### src/rtl/boron_pkg.sv
// Shared constants and FSM state encoding for the encrypt/decrypt shuffle datapaths.
package boron_pkg;

  localparam int BLOCK_W   = 64;
  localparam int SAMPLE_W  = 16;
  localparam int N_SAMPLES = 4;
  localparam int SHUF_ROT  = 4;

  typedef enum logic [1:0] {
    ST_IDLE = 2'd0,
    ST_SHUF = 2'd1,
    ST_HOLD = 2'd2
  } state_e;

  // Decryption-side small-block shuffle: rotate-right by SHUF_ROT, the inverse of the encrypt rotate.
  function automatic logic [SAMPLE_W-1:0] dec_small_block_shuffle(input logic [SAMPLE_W-1:0] s);
    return {s[SHUF_ROT-1:0], s[SAMPLE_W-1:SHUF_ROT]};
  endfunction

endpackage

### src/rtl/enc_small_block_shuffle.sv
// Encrypt small-block shuffle: one 16-bit sample rotated left by SHUF_ROT, purely combinational.
module enc_small_block_shuffle
  import boron_pkg::*;
(
  input  logic [SAMPLE_W-1:0] smp_i,
  output logic [SAMPLE_W-1:0] smp_o
);

  // Rotate-left: the top SHUF_ROT bits wrap around to the bottom.
  assign smp_o = {smp_i[SAMPLE_W-SHUF_ROT-1:0], smp_i[SAMPLE_W-1:SAMPLE_W-SHUF_ROT]};

endmodule

### src/rtl/enc_block_shuffle_unit.sv
// Block shuffle unit: latches a 64-bit block, runs its four samples serially through one
// shared rotate-left shuffle, then holds the result until the consumer takes it.
module enc_block_shuffle_unit #(
  parameter int N_SAMPLES = 4   // only 4 is supported (4 x 16-bit = 64-bit block)
) (
  input  logic                                clk,
  input  logic                                rst,
  input  logic [N_SAMPLES*boron_pkg::SAMPLE_W-1:0] in_data,
  input  logic                                in_valid,
  output logic                                in_ready,
  output logic [N_SAMPLES*boron_pkg::SAMPLE_W-1:0] out_data,
  output logic                                out_valid,
  input  logic                                out_ready,
  output logic                                busy
);

  localparam int SW = boron_pkg::SAMPLE_W;

  boron_pkg::state_e           state_q;
  logic [N_SAMPLES-1:0][SW-1:0] in_q;
  logic [N_SAMPLES-1:0][SW-1:0] out_q;
  logic [1:0]                   cnt_q;
  logic                         out_valid_q;
  logic [SW-1:0]                shuf_in;
  logic [SW-1:0]                shuf_out;

  // Single shared shuffle, fed by the sample selected by the counter.
  assign shuf_in = in_q[cnt_q];

  enc_small_block_shuffle u_shuf (
    .smp_i (shuf_in),
    .smp_o (shuf_out)
  );

  // Accept in IDLE, or in HOLD when the result is being taken this same cycle.
  assign in_ready = !rst && ((state_q == boron_pkg::ST_IDLE) ||
                             ((state_q == boron_pkg::ST_HOLD) && out_ready));

  assign out_data  = out_q;
  assign out_valid = out_valid_q;
  assign busy      = (state_q != boron_pkg::ST_IDLE);

  // Control FSM plus datapath registers; reset discards any block in flight.
  always_ff @(posedge clk) begin
    if (rst) begin
      state_q     <= boron_pkg::ST_IDLE;
      in_q        <= '0;
      out_q       <= '0;
      cnt_q       <= 2'd0;
      out_valid_q <= 1'b0;
    end else begin
      case (state_q)
        boron_pkg::ST_IDLE: begin
          if (in_valid) begin
            in_q    <= in_data;
            cnt_q   <= 2'd0;
            state_q <= boron_pkg::ST_SHUF;
          end
        end
        boron_pkg::ST_SHUF: begin
          out_q[cnt_q] <= shuf_out;
          cnt_q        <= cnt_q + 2'd1;
          if (cnt_q == 2'd3) begin
            state_q     <= boron_pkg::ST_HOLD;
            out_valid_q <= 1'b1;
          end
        end
        boron_pkg::ST_HOLD: begin
          if (out_ready) begin
            out_valid_q <= 1'b0;
            if (in_valid) begin
              // Back-to-back: next block starts with no idle cycle.
              in_q    <= in_data;
              cnt_q   <= 2'd0;
              state_q <= boron_pkg::ST_SHUF;
            end else begin
              state_q <= boron_pkg::ST_IDLE;
            end
          end
        end
        default: begin
          state_q     <= boron_pkg::ST_IDLE;
          out_valid_q <= 1'b0;
        end
      endcase
    end
  end

endmodule

### config.mk
export PLATFORM = sky130hd
export DESIGN_NAME = enc_block_shuffle_unit
export DESIGN_NICKNAME = d
export VERILOG_FILES = /design/src/rtl/boron_pkg.sv /design/src/rtl/enc_small_block_shuffle.sv /design/src/rtl/enc_block_shuffle_unit.sv
export SDC_FILE = /design/constraint.sdc
export NUM_CORES = 1
export LEC_CHECK = 0
export ABC_AREA = 0
export ABC_CLOCK_PERIOD_IN_PS = 2300
export CAP_MARGIN = 10
export CORE_MARGIN = 5
export CORE_UTILIZATION = 51
export CTS_BUF_LIST = sky130_fd_sc_hd__clkbuf_4 sky130_fd_sc_hd__clkbuf_8
export CTS_CLUSTER_DIAMETER = 200
export DETAILED_ROUTE_END_ITERATION = 8
export PLACE_DENSITY = 0.82
export REMOVE_ABC_BUFFERS = 1
export SLEW_MARGIN = 15
export SYNTH_ARGS = -nofsm -noshare
export SYNTH_HDL_FRONTEND = slang
export SYNTH_SLANG_ARGS = --single-unit
### constraint.sdc
create_clock -name clk -period 2.3 [get_ports clk]
set_clock_uncertainty 0.2 [all_clocks]
set_input_delay 0.345 -clock clk [delete_from_list [all_inputs] [get_ports clk]]
set_output_delay 0.345 -clock clk [all_outputs]
set_load 0.02 [all_outputs]
---- Word level (Yosys, flattened, before mapping) ----
Cells that the tools add are included.
word-level totals
  input port bits ......................... 68
  output and inout port bits .............. 67
  register bits ........................... 133
  logic and storage cells ................. 53
operators by class
  equal/unequal tests ..................... 6
  add/subtract/negate cells ............... 1
  bitwise logic cells ..................... 1
  multiplexer cells ....................... 19
  $lt $le $gt $ge ......................... 2
  reductions and logical operators ........ 13
operators by type and width
  cell                                                 number
  two-way mux 64 bit                                   2
  case mux 64 bit (2 select lines)                     1
  bitwise mux 64 bit                                   1
  binary-select mux 16 bit (select 2 bit)              1
  demux 16 bit (select 2 bit)                          1
  two-way mux 16 bit                                   2
  case mux 2 bit (3 select lines)                      2
  two-way mux 2 bit                                    5
  != test 2 bit, second input constant                 3
  AND reduction 3 bit                                  2
  == test 2 bit, second input constant                 2
  AND reduction 2 bit                                  2
  nonzero test 2 bit                                   2
  logical AND 1 bit                                    3
  < comparator 2 x 3 -> 1 bit, second input constant   1
  two-way mux 1 bit                                    3
  case mux 1 bit (3 select lines)                      1
  nonzero test 3 bit                                   1
  adder 2 x 1 -> 2 bit, second input constant          1
  == test 2 x 1 -> 1 bit, second input constant        1
  >= comparator 2 x 1 -> 1 bit, second input constant  1
  zero test 2 bit                                      1
  zero test 1 bit                                      1
  logical OR 1 bit                                     1
  inverter 1 bit                                       1

---- Depth between registers and ports, before layout ----
  word-level depth ........................ 5
  depth in mapped cells ................... 7
  depth with buffers taken out ............ 4

---- Cells and area by module ----
A second synthesis with hierarchy kept.
second synthesis, totals
  cell total of the unflattened synthesis .. 629
  area total of the unflattened synthesis .. 5849.4 sq um
modules (own cells, without submodules)
  module                   seq. area each (sq um)  area an instance (sq um)  instances  cells each
  enc_block_shuffle_unit   2662.6                  5729.2                    1          613
  enc_small_block_shuffle  0.0                     120.1                     1          16

---- Least setup slack after synthesis ----
Ideal clock, no wire load.
  kind .................................... register to register
  start ................................... register cnt_q[1]
  end ..................................... register out_q (netlist bit out_data[22])
  data arrival time ....................... 1.749 ns
  stages on the path, launching flop included .. 8
  path slack .............................. 0.292 ns
  cell sequence ........................... dfxtp_1 > buf_2 > buf_1 > inv_1 > ha_1 > a21oi_2 > buf_2 > a22o_1
between the ends
  cells in the longest elaborated chain, start to end .. 5
  elaborated cells between the ends (all ways) .. 8
  classes of those cells .................. order compare (2); mux (5); reduce/logical (1)
RTL lines
  element                                                                                            RTL line                      RTL
  start: declaration                                                                                 enc_block_shuffle_unit.sv:22  logic [1:0] cnt_q;
  start signal: assignment                                                                           enc_block_shuffle_unit.sv:62  cnt_q <= cnt_q + 2'd1;
  < comparator 2 x 3 -> 1 bit (not written as such) or >= comparator 2 x 1 -> 1 bit (tied branches)  enc_block_shuffle_unit.sv:61  out_q[cnt_q] <= shuf_out;
  logical AND 1 bit (not written as such)                                                            enc_block_shuffle_unit.sv:61
  two-way mux 16 bit (not written as such)                                                           enc_block_shuffle_unit.sv:61
  demux 16 bit (select 2 bit)                                                                        enc_block_shuffle_unit.sv:61
  bitwise mux 64 bit (*)                                                                             enc_block_shuffle_unit.sv:61
  end signal: indexed assignment                                                                     enc_block_shuffle_unit.sv:61
  end: declaration                                                                                   enc_block_shuffle_unit.sv:21  logic [N_SAMPLES-1:0][SW-1:0] out_q;
Every way passes the cells marked *; elsewhere a longest branch is shown, timed or not. The select of a mux whose other input is x is not followed.
A chain may end at the register's enable or synchronous reset.

---- Worst setup path after layout ----
  start ................................... register state_q[1]
  end ..................................... output port busy
between the ends
  cells in the longest elaborated chain, start to end .. 1
RTL lines
  element                   RTL line                      RTL
  start: declaration        enc_block_shuffle_unit.sv:19  boron_pkg::state_e state_q;
  start signal: assignment  enc_block_shuffle_unit.sv:46  state_q <= boron_pkg::ST_IDLE;
  start signal: assignment  enc_block_shuffle_unit.sv:57  state_q <= boron_pkg::ST_SHUF;
  start signal: assignment  enc_block_shuffle_unit.sv:64  state_q <= boron_pkg::ST_HOLD;
  nonzero test 2 bit        enc_block_shuffle_unit.sv:41  assign busy = (state_q != boron_pkg::ST_IDLE);
  end: declaration          enc_block_shuffle_unit.sv:14  output logic busy
Every way passes these cells.

==> results.json <==
{
  "status": "completed",
  "critPathRequiredTime_ns": 1.75,
  "grt_overflow_total": 0,
  "antenna_cells": 0,
  "path_max_fanout": 6,
  "rows": 38,
  "htreeDepth": 4,
  "ys_seq_area_share_pct": 47.26,
  "crit_path_end_kind": "primary output",
  "via_count": 4668,
  "startpoint_type": "flop",
  "layout_common_cells": "dfxtp_1, clkdlybuf4s50_1, a21oi_1",
  "die-area_sq_um": 13250,
  "synth-seq-cells": 133,
  "cts_buffer_depth": 2,
  "grt_pass1_vias": 4538,
  "finalCriticalPeriod_ns": 2.170,
  "antenna_left": 0,
  "root_buffer": "clkbuf_8",
  "r2r_start": "state_q[0]",
  "crit_type": "reg2out",
  "route.detailed.drc": 0,
  "crit_start": "state_q[1]",
  "cts_tree": "built",
  "synth.distinct_cells": 27,
  "drive_above_1_share_pct": 12.82,
  "initial_core_util_pct": 51.97,
  "insertion_delay_ns": 0.42,
  "fp.dieH_microns": 115.1,
  "numPortBuffers": 134,
  "hp-class": "in2reg",
  "wl_per_cell_microns": 18.92,
  "setup_viol": 0,
  "crit_arrival_ns": 1.62,
  "yosys_warnings": 0,
  "power.leakage_uw": 0.002751,
  "cts_sinks": 133,
  "fillers": 829,
  "final_hold_viol_count": 0,
  "post-cts-setup-buffers": 0,
  "syn_area_per_cell_sq_um": 11.16,
  "hpwl_microns": 9770,
  "rsz0062_at_grt": "no",
  "drt_iter0_drc": 297,
  "ys_top_cells_by_area": "dfxtp_1, or4b_1, a22o_1",
  "reg2reg_slack_ns": 0.16,
  "clock.fmax_mhz": 460.9,
  "place.gp.congestion": 0.7870,
  "cts_resized": 1,
  "r2r-end": "out_data[30]",
  "clkTransAtPathRegs_ns": 0.08,
  "finalCritPeriodShare_pct": 94.34,
  "grt_util_all_layers_pct": 21.56,
  "postCtsHoldBufs": 0,
  "crit_end": "busy",
  "drtPass1Iterations": 5,
  "synth_cells": 505,
  "yosysTopAreaCell": "dfxtp_1",
  "grt_pass1_wl_microns": 22860,
  "nets": 683,
  "syn_area_sq_um": 5634,
  "cap_violations": 0,
  "final_area_sq_um": 7447,
  "numCtsBuffers": 17,
  "place_area_sq_um": 7019,
  "ir_worst_vdd_mv": 0.3687,
  "grt_max_degree": 132,
  "p_per_area_nw_per_um2": 682.9,
  "core_sq_um": 10840,
  "wirelength_microns": 14450,
  "viasPerCell": 6.110,
  "maxSlewHeadroom_pct": 34.35,
  "die_w_microns": 115.1,
  "syn_to_final_growth_pct": 32.18,
  "reg2regPathDepth": 4,
  "antenna_found_initial": 0,
  "ios": 135,
  "slew_violations": 0,
  "tightest_slew_ns": 0.9848,
  "yosysTopAreaCellShare_pct": 47.26,
  "final_core_util_pct": 68.70
}
-- cell type report --
| type | count | area [sq um] | area share [%] |
|---|---|---|---|
| Inverter | 3 | 12.51 | 0.1680 |
| Sequential cell | 133 | 2666 | 35.80 |
| Multi-Input combinational cell | 304 | 2644 | 35.50 |
| Tap cell | 140 | 175.2 | 2.352 |
| Timing Repair Buffer | 152 | 1524 | 20.46 |
| Clock inverter | 14 | 177.7 | 2.386 |
| Clock buffer | 18 | 247.7 | 3.327 |
-- worst max-delay path, stage by stage (launching register included) --
cell and delay (ns):
dfxtp_1 0.36, or2_2 0.31, clkdlybuf4s50_1 0.54
-- worst min path at each step --
stage	from	endpoint	slack, ns	cells after the start
final	rst	in_q[27]	0.26	3
after global routing	rst	in_q[32]	0.24	3
after CTS	rst	in_q[32]	0.24	3
after detailed placement	in_q[43]	in_q[43]	0.26	2
after global placement	in_q[22]	in_q[22]	0.25	2
after floorplan	rst	cnt_q[0]	0.21	1
-- per-layer routing --
metal | up-vias | track usage (%) | wire length [microns]
met5 | - | 0 | 0
met2 | 168 | 37.69 | 7332
met4 | 0 | 4.304 | 136
met1 | 2253 | 27.15 | 6121
met3 | 12 | 5.368 | 863
li1 | 2235 | - | -
-- Yosys cell counts --
cell type	n
and2b_4	1
a22o_1	64
nor2_1	1
o21ai_0	1
nor2b_4	1
nor3_1	1
a21oi_1	68
nand2b_1	1
o311ai_0	2
o32ai_1	1
o31ai_1	64
dfxtp_1	133
buf_4	2
nand2_1	5
or2_2	1
a21oi_2	4
mux4_2	16
nor3b_4	4
ha_1	4
inv_2	1
buf_2	22
nor2b_1	1
or4b_1	64
inv_1	2
buf_6	5
buf_1	6
clkbuf_1	30
-- through the flow --
| step | setup slack, ns | hold slack, ns | TNS [ns] | cells | total power [uW] |
|---|---|---|---|---|---|
| 2_1_floorplan | -1.487 | 0.2141 | -128.02 | 440 | 2789 |
| 3_3_place_gp | -0.1195 | 0.2519 | -5.991 | 732 | 3065 |
| 3_5_place_dp | -0.1855 | 0.2594 | -10.19 | 732 | 3087 |
| 4_1_cts | 0.1116 | 0.2372 | 0 | 764 | 5097 |
| 5_1_grt | 0.06716 | 0.2437 | 0 | 764 | 5273 |
| 6_report | 0.1303 | 0.2578 | 0 | 764 | 5086 |
-- registers in the layout, summed over array words and instances (netlist names) --
signal and cells:
cnt_q 2, in_q 64, out_data 64, out_valid 1
state_q 2
-- kinds of logic after synthesis --
| kind of cell | Yosys count | synth area share [%] |
|---|---|---|
| DFF | 133 | 47.26 |
| AOI/OAI and AO/OA | 204 | 25.69 |
| muxes | 16 | 6.396 |
| and+or+nand+nor | 80 | 13.95 |
| buffers and inverters | 68 | 5.818 |
| adders and majority gates | 4 | 0.8883 |
-- report_power, final --
part	leakage [uW]	internal (uW)	switching, uW	total (uW)
Clock	0.000207	1110	939	2050
Combinational	0.00146	303	295	598
Sequential	0.00108	2390	48.8	2430
No activity file was read; power rests on OpenSTA's default activity.
